File: config.mk
export PLATFORM = sky130hd
export DESIGN_NAME = imem_loader
export DESIGN_NICKNAME = d
export VERILOG_FILES = /design/src/rtl/imem_loader_pkg.sv /design/src/rtl/imem_loader_byte_pair_assembler.sv /design/src/rtl/imem_loader.sv
export SDC_FILE = /design/constraint.sdc
export NUM_CORES = 1
export LEC_CHECK = 0
export CORE_MARGIN = 5
export CORE_UTILIZATION = 50
export CTS_CLUSTER_SIZE = 25
export DETAILED_ROUTE_END_ITERATION = 10
export GPL_TIMING_DRIVEN = 0
export PLACE_DENSITY = 0.8
export SYNTH_ARGS = -nofsm -noshare
export SYNTH_HDL_FRONTEND = slang
export SYNTH_SLANG_ARGS = --single-unit
File: constraint.sdc
create_clock -name clock -period 2.9 [get_ports clock]
set_input_delay 0.58 -clock clock [delete_from_list [all_inputs] [get_ports clock]]
set_output_delay 0.58 -clock clock [all_outputs]
set_load 0.005 [all_outputs]
File: src/rtl/imem_loader_pkg.sv
// Shared state encoding and widths for the instruction-memory loader and the core's instruction memory.
// The CHK state is only reachable when IMEM_LOADER_CHECKSUM_EN is defined.
package imem_loader_pkg;

   localparam int IMEM_ADDR_W = 12;
   localparam int IMEM_WORD_W = 16;

   typedef enum logic [3:0] {
      IDLE,
      HDR_HI,
      HDR_LO,
      DAT_HI,
      DAT_LO,
      WRITE,
      CHK,
      DONE,
      ERROR
   } state_t;

endpackage

File: src/rtl/imem_loader_byte_pair_assembler.sv
// Pairs stream bytes into big-endian instruction words and flags each completed word for one cycle.
// With IMEM_LOADER_CHECKSUM_EN it also keeps a running XOR of every data byte.
module byte_pair_assembler
   import imem_loader_pkg::*;
(
   input  logic                   clock,
   input  logic                   reset,
   input  logic                   clear,
   input  logic                   load_hi,
   input  logic                   load_lo,
   input  logic [7:0]             byte_data,
   output logic [IMEM_WORD_W-1:0] word,
   output logic                   word_ready
`ifdef IMEM_LOADER_CHECKSUM_EN
   ,
   output logic [7:0]             xor_sum
`endif
);

   logic [7:0] hi_byte;

   // The word register only changes when a low byte lands, so it stays stable between writes.
   always_ff @(posedge clock or negedge reset) begin
      if (!reset) begin
         hi_byte    <= '0;
         word       <= '0;
         word_ready <= 1'b0;
      end else begin
         word_ready <= load_lo;
         if (clear) begin
            hi_byte <= '0;
         end else if (load_hi) begin
            hi_byte <= byte_data;
         end
         if (load_lo) begin
            word <= {hi_byte, byte_data};
         end
      end
   end

`ifdef IMEM_LOADER_CHECKSUM_EN
   always_ff @(posedge clock or negedge reset) begin
      if (!reset) begin
         xor_sum <= '0;
      end else if (clear) begin
         xor_sum <= '0;
      end else if (load_hi || load_lo) begin
         xor_sum <= xor_sum ^ byte_data;
      end
   end
`endif

endmodule

File: src/rtl/imem_loader.sv
// Loads a length-prefixed big-endian byte stream into instruction memory, holding the core until done.
// Define IMEM_LOADER_CHECKSUM_EN to require a trailing XOR checksum byte before releasing the core.
module imem_loader
   import imem_loader_pkg::*;
#(
   parameter int ADDR_W    = IMEM_ADDR_W,
   parameter int WORD_W    = IMEM_WORD_W,
   parameter int MAX_WORDS = 4096
) (
   input  logic              clock,
   input  logic              reset,
   input  logic              start,
   input  logic              byte_valid,
   input  logic [7:0]        byte_data,
   output logic              byte_ready,
   output logic              imem_we,
   output logic [ADDR_W-1:0] imem_addr,
   output logic [WORD_W-1:0] imem_wdata,
   output logic              cpu_hold,
   output logic              done,
   output logic              error
);

   state_t                 state, next_state;
   logic [15:0]            length;
   logic [ADDR_W-1:0]      word_cnt;
   logic [15:0]            hdr_len;
   logic [IMEM_WORD_W-1:0] word;
   logic                   xfer, start_ok, last_word;
`ifdef IMEM_LOADER_CHECKSUM_EN
   logic [7:0]             xor_sum;
`endif

   assign xfer       = byte_valid && byte_ready;
   assign start_ok   = start && ((state == IDLE) || (state == DONE) || (state == ERROR));
   assign hdr_len    = {length[15:8], byte_data};
   assign last_word  = (32'(word_cnt) == (32'(length) - 32'd1));
   assign imem_wdata = word;
   assign cpu_hold   = (state != DONE);
   assign done       = (state == DONE);
   assign error      = (state == ERROR);

   byte_pair_assembler u_assembler (
      .clock      (clock),
      .reset      (reset),
      .clear      (start_ok),
      .load_hi    (xfer && (state == DAT_HI)),
      .load_lo    (xfer && (state == DAT_LO)),
      .byte_data  (byte_data),
      .word       (word),
      .word_ready (imem_we)
`ifdef IMEM_LOADER_CHECKSUM_EN
      ,
      .xor_sum    (xor_sum)
`endif
   );

   always_ff @(posedge clock or negedge reset) begin
      if (!reset) begin
         state <= IDLE;
      end else begin
         state <= next_state;
      end
   end

   // Next-state decode; byte_ready is asserted only in the byte-consuming states.
   always_comb begin
      next_state = state;
      byte_ready = 1'b0;
      case (state)
         IDLE, DONE, ERROR: begin
            if (start) next_state = HDR_HI;
         end
         HDR_HI: begin
            byte_ready = 1'b1;
            if (byte_valid) next_state = HDR_LO;
         end
         HDR_LO: begin
            byte_ready = 1'b1;
            if (byte_valid) begin
               if (32'(hdr_len) > 32'(MAX_WORDS)) begin
                  next_state = ERROR;
               end else if (hdr_len == 16'd0) begin
`ifdef IMEM_LOADER_CHECKSUM_EN
                  next_state = CHK;
`else
                  next_state = DONE;
`endif
               end else begin
                  next_state = DAT_HI;
               end
            end
         end
         DAT_HI: begin
            byte_ready = 1'b1;
            if (byte_valid) next_state = DAT_LO;
         end
         DAT_LO: begin
            byte_ready = 1'b1;
            if (byte_valid) next_state = WRITE;
         end
         WRITE: begin
            if (last_word) begin
`ifdef IMEM_LOADER_CHECKSUM_EN
               next_state = CHK;
`else
               next_state = DONE;
`endif
            end else begin
               next_state = DAT_HI;
            end
         end
`ifdef IMEM_LOADER_CHECKSUM_EN
         CHK: begin
            byte_ready = 1'b1;
            if (byte_valid) next_state = (byte_data == xor_sum) ? DONE : ERROR;
         end
`endif
         default: next_state = IDLE;
      endcase
   end

   // Header capture, word counter and write address; the address is set on the edge that enters WRITE.
   always_ff @(posedge clock or negedge reset) begin
      if (!reset) begin
         length    <= '0;
         word_cnt  <= '0;
         imem_addr <= '0;
      end else begin
         if (start_ok) begin
            word_cnt <= '0;
         end else if ((state == WRITE) && !last_word) begin
            word_cnt <= word_cnt + ADDR_W'(1);
         end
         if (xfer && (state == HDR_HI)) length[15:8] <= byte_data;
         if (xfer && (state == HDR_LO)) length[7:0]  <= byte_data;
         if (xfer && (state == DAT_LO)) imem_addr    <= word_cnt;
      end
   end

endmodule

==> results.md <==
- Power, Total: 4210 µW
- Clk pin slew, worst setup/hold paths: 0.07 ns
- Final net count: 413
- Area leader, netlist: dfrtp_1
- Syn nets: 358
- Wirelength per Cell: 16.3 µm
- PortBufs: 43
- Peak VDD IR: 0.648 mV
- Worst hold margin: approximately 0.35 ns
- Initial DRC count: 197
- CTS root buf: clkbuf_8
- Critical path class: flip-flop to flip-flop
- Worst-path fanout max: 9
- Worst setup slack after placement: -0.347 ns
- Slew @ Worst Pin: 0.867 ns
- Ports: 45
- Pin count of the biggest net entering global routing: 70
- DP Area: between 4000 and 5000 µm²
- Total inserted antenna cells: 0
- Top-count cell post-synth: dfrtp_1
- HP Class: primary input to asynchronous set/reset pin
- Final hold violation count: 0
- Min Tclk post-route: about 2.8 ns
- First-pass GRT wire length: 13900 µm
- Async SR Flop Fraction: 100%
- Post-route setup slack: 0.106 ns
- Max Cap Viol: 0
- Vias in the first global route: 2775
- CP Capture Type: flip-flop
- Number of clock sinks: 69
- Area contributors post-synth: dfrtp_1, mux2_2, nand2_1
- Data arrival, critical path: 3.05 ns
- Total track usage: 19.8%
- Aggregate global routing overflow: 0
- Clock Path Buffers: 2
- Seq/Total Area, Yosys: roughly half
- Core Region: a little under 7000 µm²
- Final period util: approximately 96%
- Initial antenna violation count: 0
- H-tree depth: 3
- Post-synthesis instance area: 3550 µm²
- Slew Viols, Final: 0
- Leading cell types by count after synthesis: dfrtp_1, nand2_1, mux2_2
- Clk Latency, worst-skew pair: 0.34 ns
- Cell variety after synth: 55
- Core Util, Final: between 60 and 70%
- Post-route design area: between 4000 and 5000 µm²
- Share of layout cells above drive strength 1: a little under a fifth
- Top FF cell, synth: dfrtp_1
- Drt drc: 0
- P&R area growth vs syn: 23.5%
- Pre-antenna DRT Iters: 4
- Max Freq: 358 MHz
- Warnings, synthesis: 0
- Die area: 8890 µm²
- Static Leakage: about 0.0020 µW
- Placer Congestion: 0.894
- Cell Pwr Density: around 960 nW/µm²
- # setup viols final: 0
- Post-synthesis register bit count: between 60 and 70
- Post-synth EDFFs: 0
- Worst EP required: 3.15 ns
- Cts bufs inserted: 9
- Row count: 30
- Top cell type's share of synthesized area: between 40% and 50%
- Starting Density: 51.7%
- Post-Syn Instances: between 300 and 400
- Worst-case clock skew: roughly 0.011 ns
- Hpwl dp: about 5600 µm
- Via Count: ~2900
- Die Width: 94.3 µm
- Slew headroom: 42.2%
- Die Ht: 94.3 µm
- CTS tree: yes
- Avg Inst Size Synth: 10.3 µm²
- DRT antenna net count: 0
- Drt via density: 5.71
- Reg2Reg Depth: 10
- Status: finished clean
- Routed wire length: 8160 µm
- Startpoint Class: flip-flop
==> cell type report <==
cell class | instances | area [µm²]
fill | 555 | 2480
clock inverter | 5 | 58.8
sequential | 69 | 1730
buffer | 19 | 100
timing repair buffer | 45 | 440
tap | 96 | 120
clock buffer | 11 | 141
inverter | 7 | 26.3
multi-input combinational | 248 | 1770
==> repair_timing <==
action / in CTS / in global routing
hold buffers: 0 / 0
pin swaps: 5 / 3
endpoints found under the setup margin: 13 / 14
gates resized for setup: 8 / 8
setup buffers: 1 / 0
cloned: 1 / 0
==> critical path: stages, from the launching register on <==
cell and delay [ns]:
dfrtp_1 0.39, buf_6 0.14, inv_1 0.09, ha_4 0.19, or3b_2 0.49, nor4_1 0.32, o32ai_1 0.12, or4_4 0.49
buf_6 0.16, nand3_1 0.09, mux2i_1 0.21
==> kinds of logic after synthesis <==
| family | after synthesis | synth area share [%] |
|---|---|---|
| multiplexers | 47 | 14.5 |
| AND/OR/NAND/NOR | 136 | 20.0 |
| buffers and inverters | 27 | 3.24 |
| AO/OA/AOI/OAI | 51 | 10.0 |
| XOR/XNOR | 12 | 2.96 |
| adder cells (fa/ha/maj) | 2 | 0.704 |
| flip-flops | 69 | 48.6 |
==> path summary, 6_finish.rpt <==
path                       slack, ns            startpoint                   end
setup / recovery                0.11             length[0]          word_cnt[10]
hold / removal                  0.35                 reset         imem_addr[11]
setup reg to reg                0.11             length[0]          word_cnt[10]
hold reg to reg                 0.47  u_assembler.word[15]  u_assembler.word[15]
max in group asynchronous       1.94                 reset             length[1]
min in group clock              0.47  u_assembler.word[15]  u_assembler.word[15]
==> metal layers <==
metal	track usage [%]	part of all wire, %	wire length (µm)
met1	27.9	45	3680
met2	30.1	47	3870
met3	3.53	5.0	410
met4	7.94	2.4	192
met5	0	0	0
==> stage by stage <==
step	std cells	setup TNS, ns
3_3_place_gp	483	-71.88
3_5_place_dp	483	-3.38
2_1_floorplan	344	0
5_1_grt	500	-0.0326
6_report	500	0
4_1_cts	501	0
==> power breakdown <==
group	switching, µW	internal, µW	leakage, µW	total, µW
registers	284	1320	0.000904	1600
logic	873	939	0.000953	1810
clock network	372	423	0.0000959	794
==> sequential cells by signal (all words and copies together) (netlist names) <==
register                flops
u_assembler.hi_byte         8
u_assembler.word_ready      1
imem_addr                  12
u_assembler.word           16
length                     16
state                       4
word_cnt                   12
==> cells in the final DEF (no fill, tap or decap), drive strengths merged, types with 8 or more instances in the layout <==
| cell | instances |
|---|---|
| clkdlybuf4s50 | 42 |
| dfrtp | 69 |
| mux2i | 11 |
| clkbuf | 26 |
| xnor2 | 8 |
| mux2 | 36 |
| o21ai | 18 |
| a21oi | 8 |
| nand2 | 60 |
| nand3 | 11 |
| nor4 | 9 |
Power figures use the tool's default switching activity.
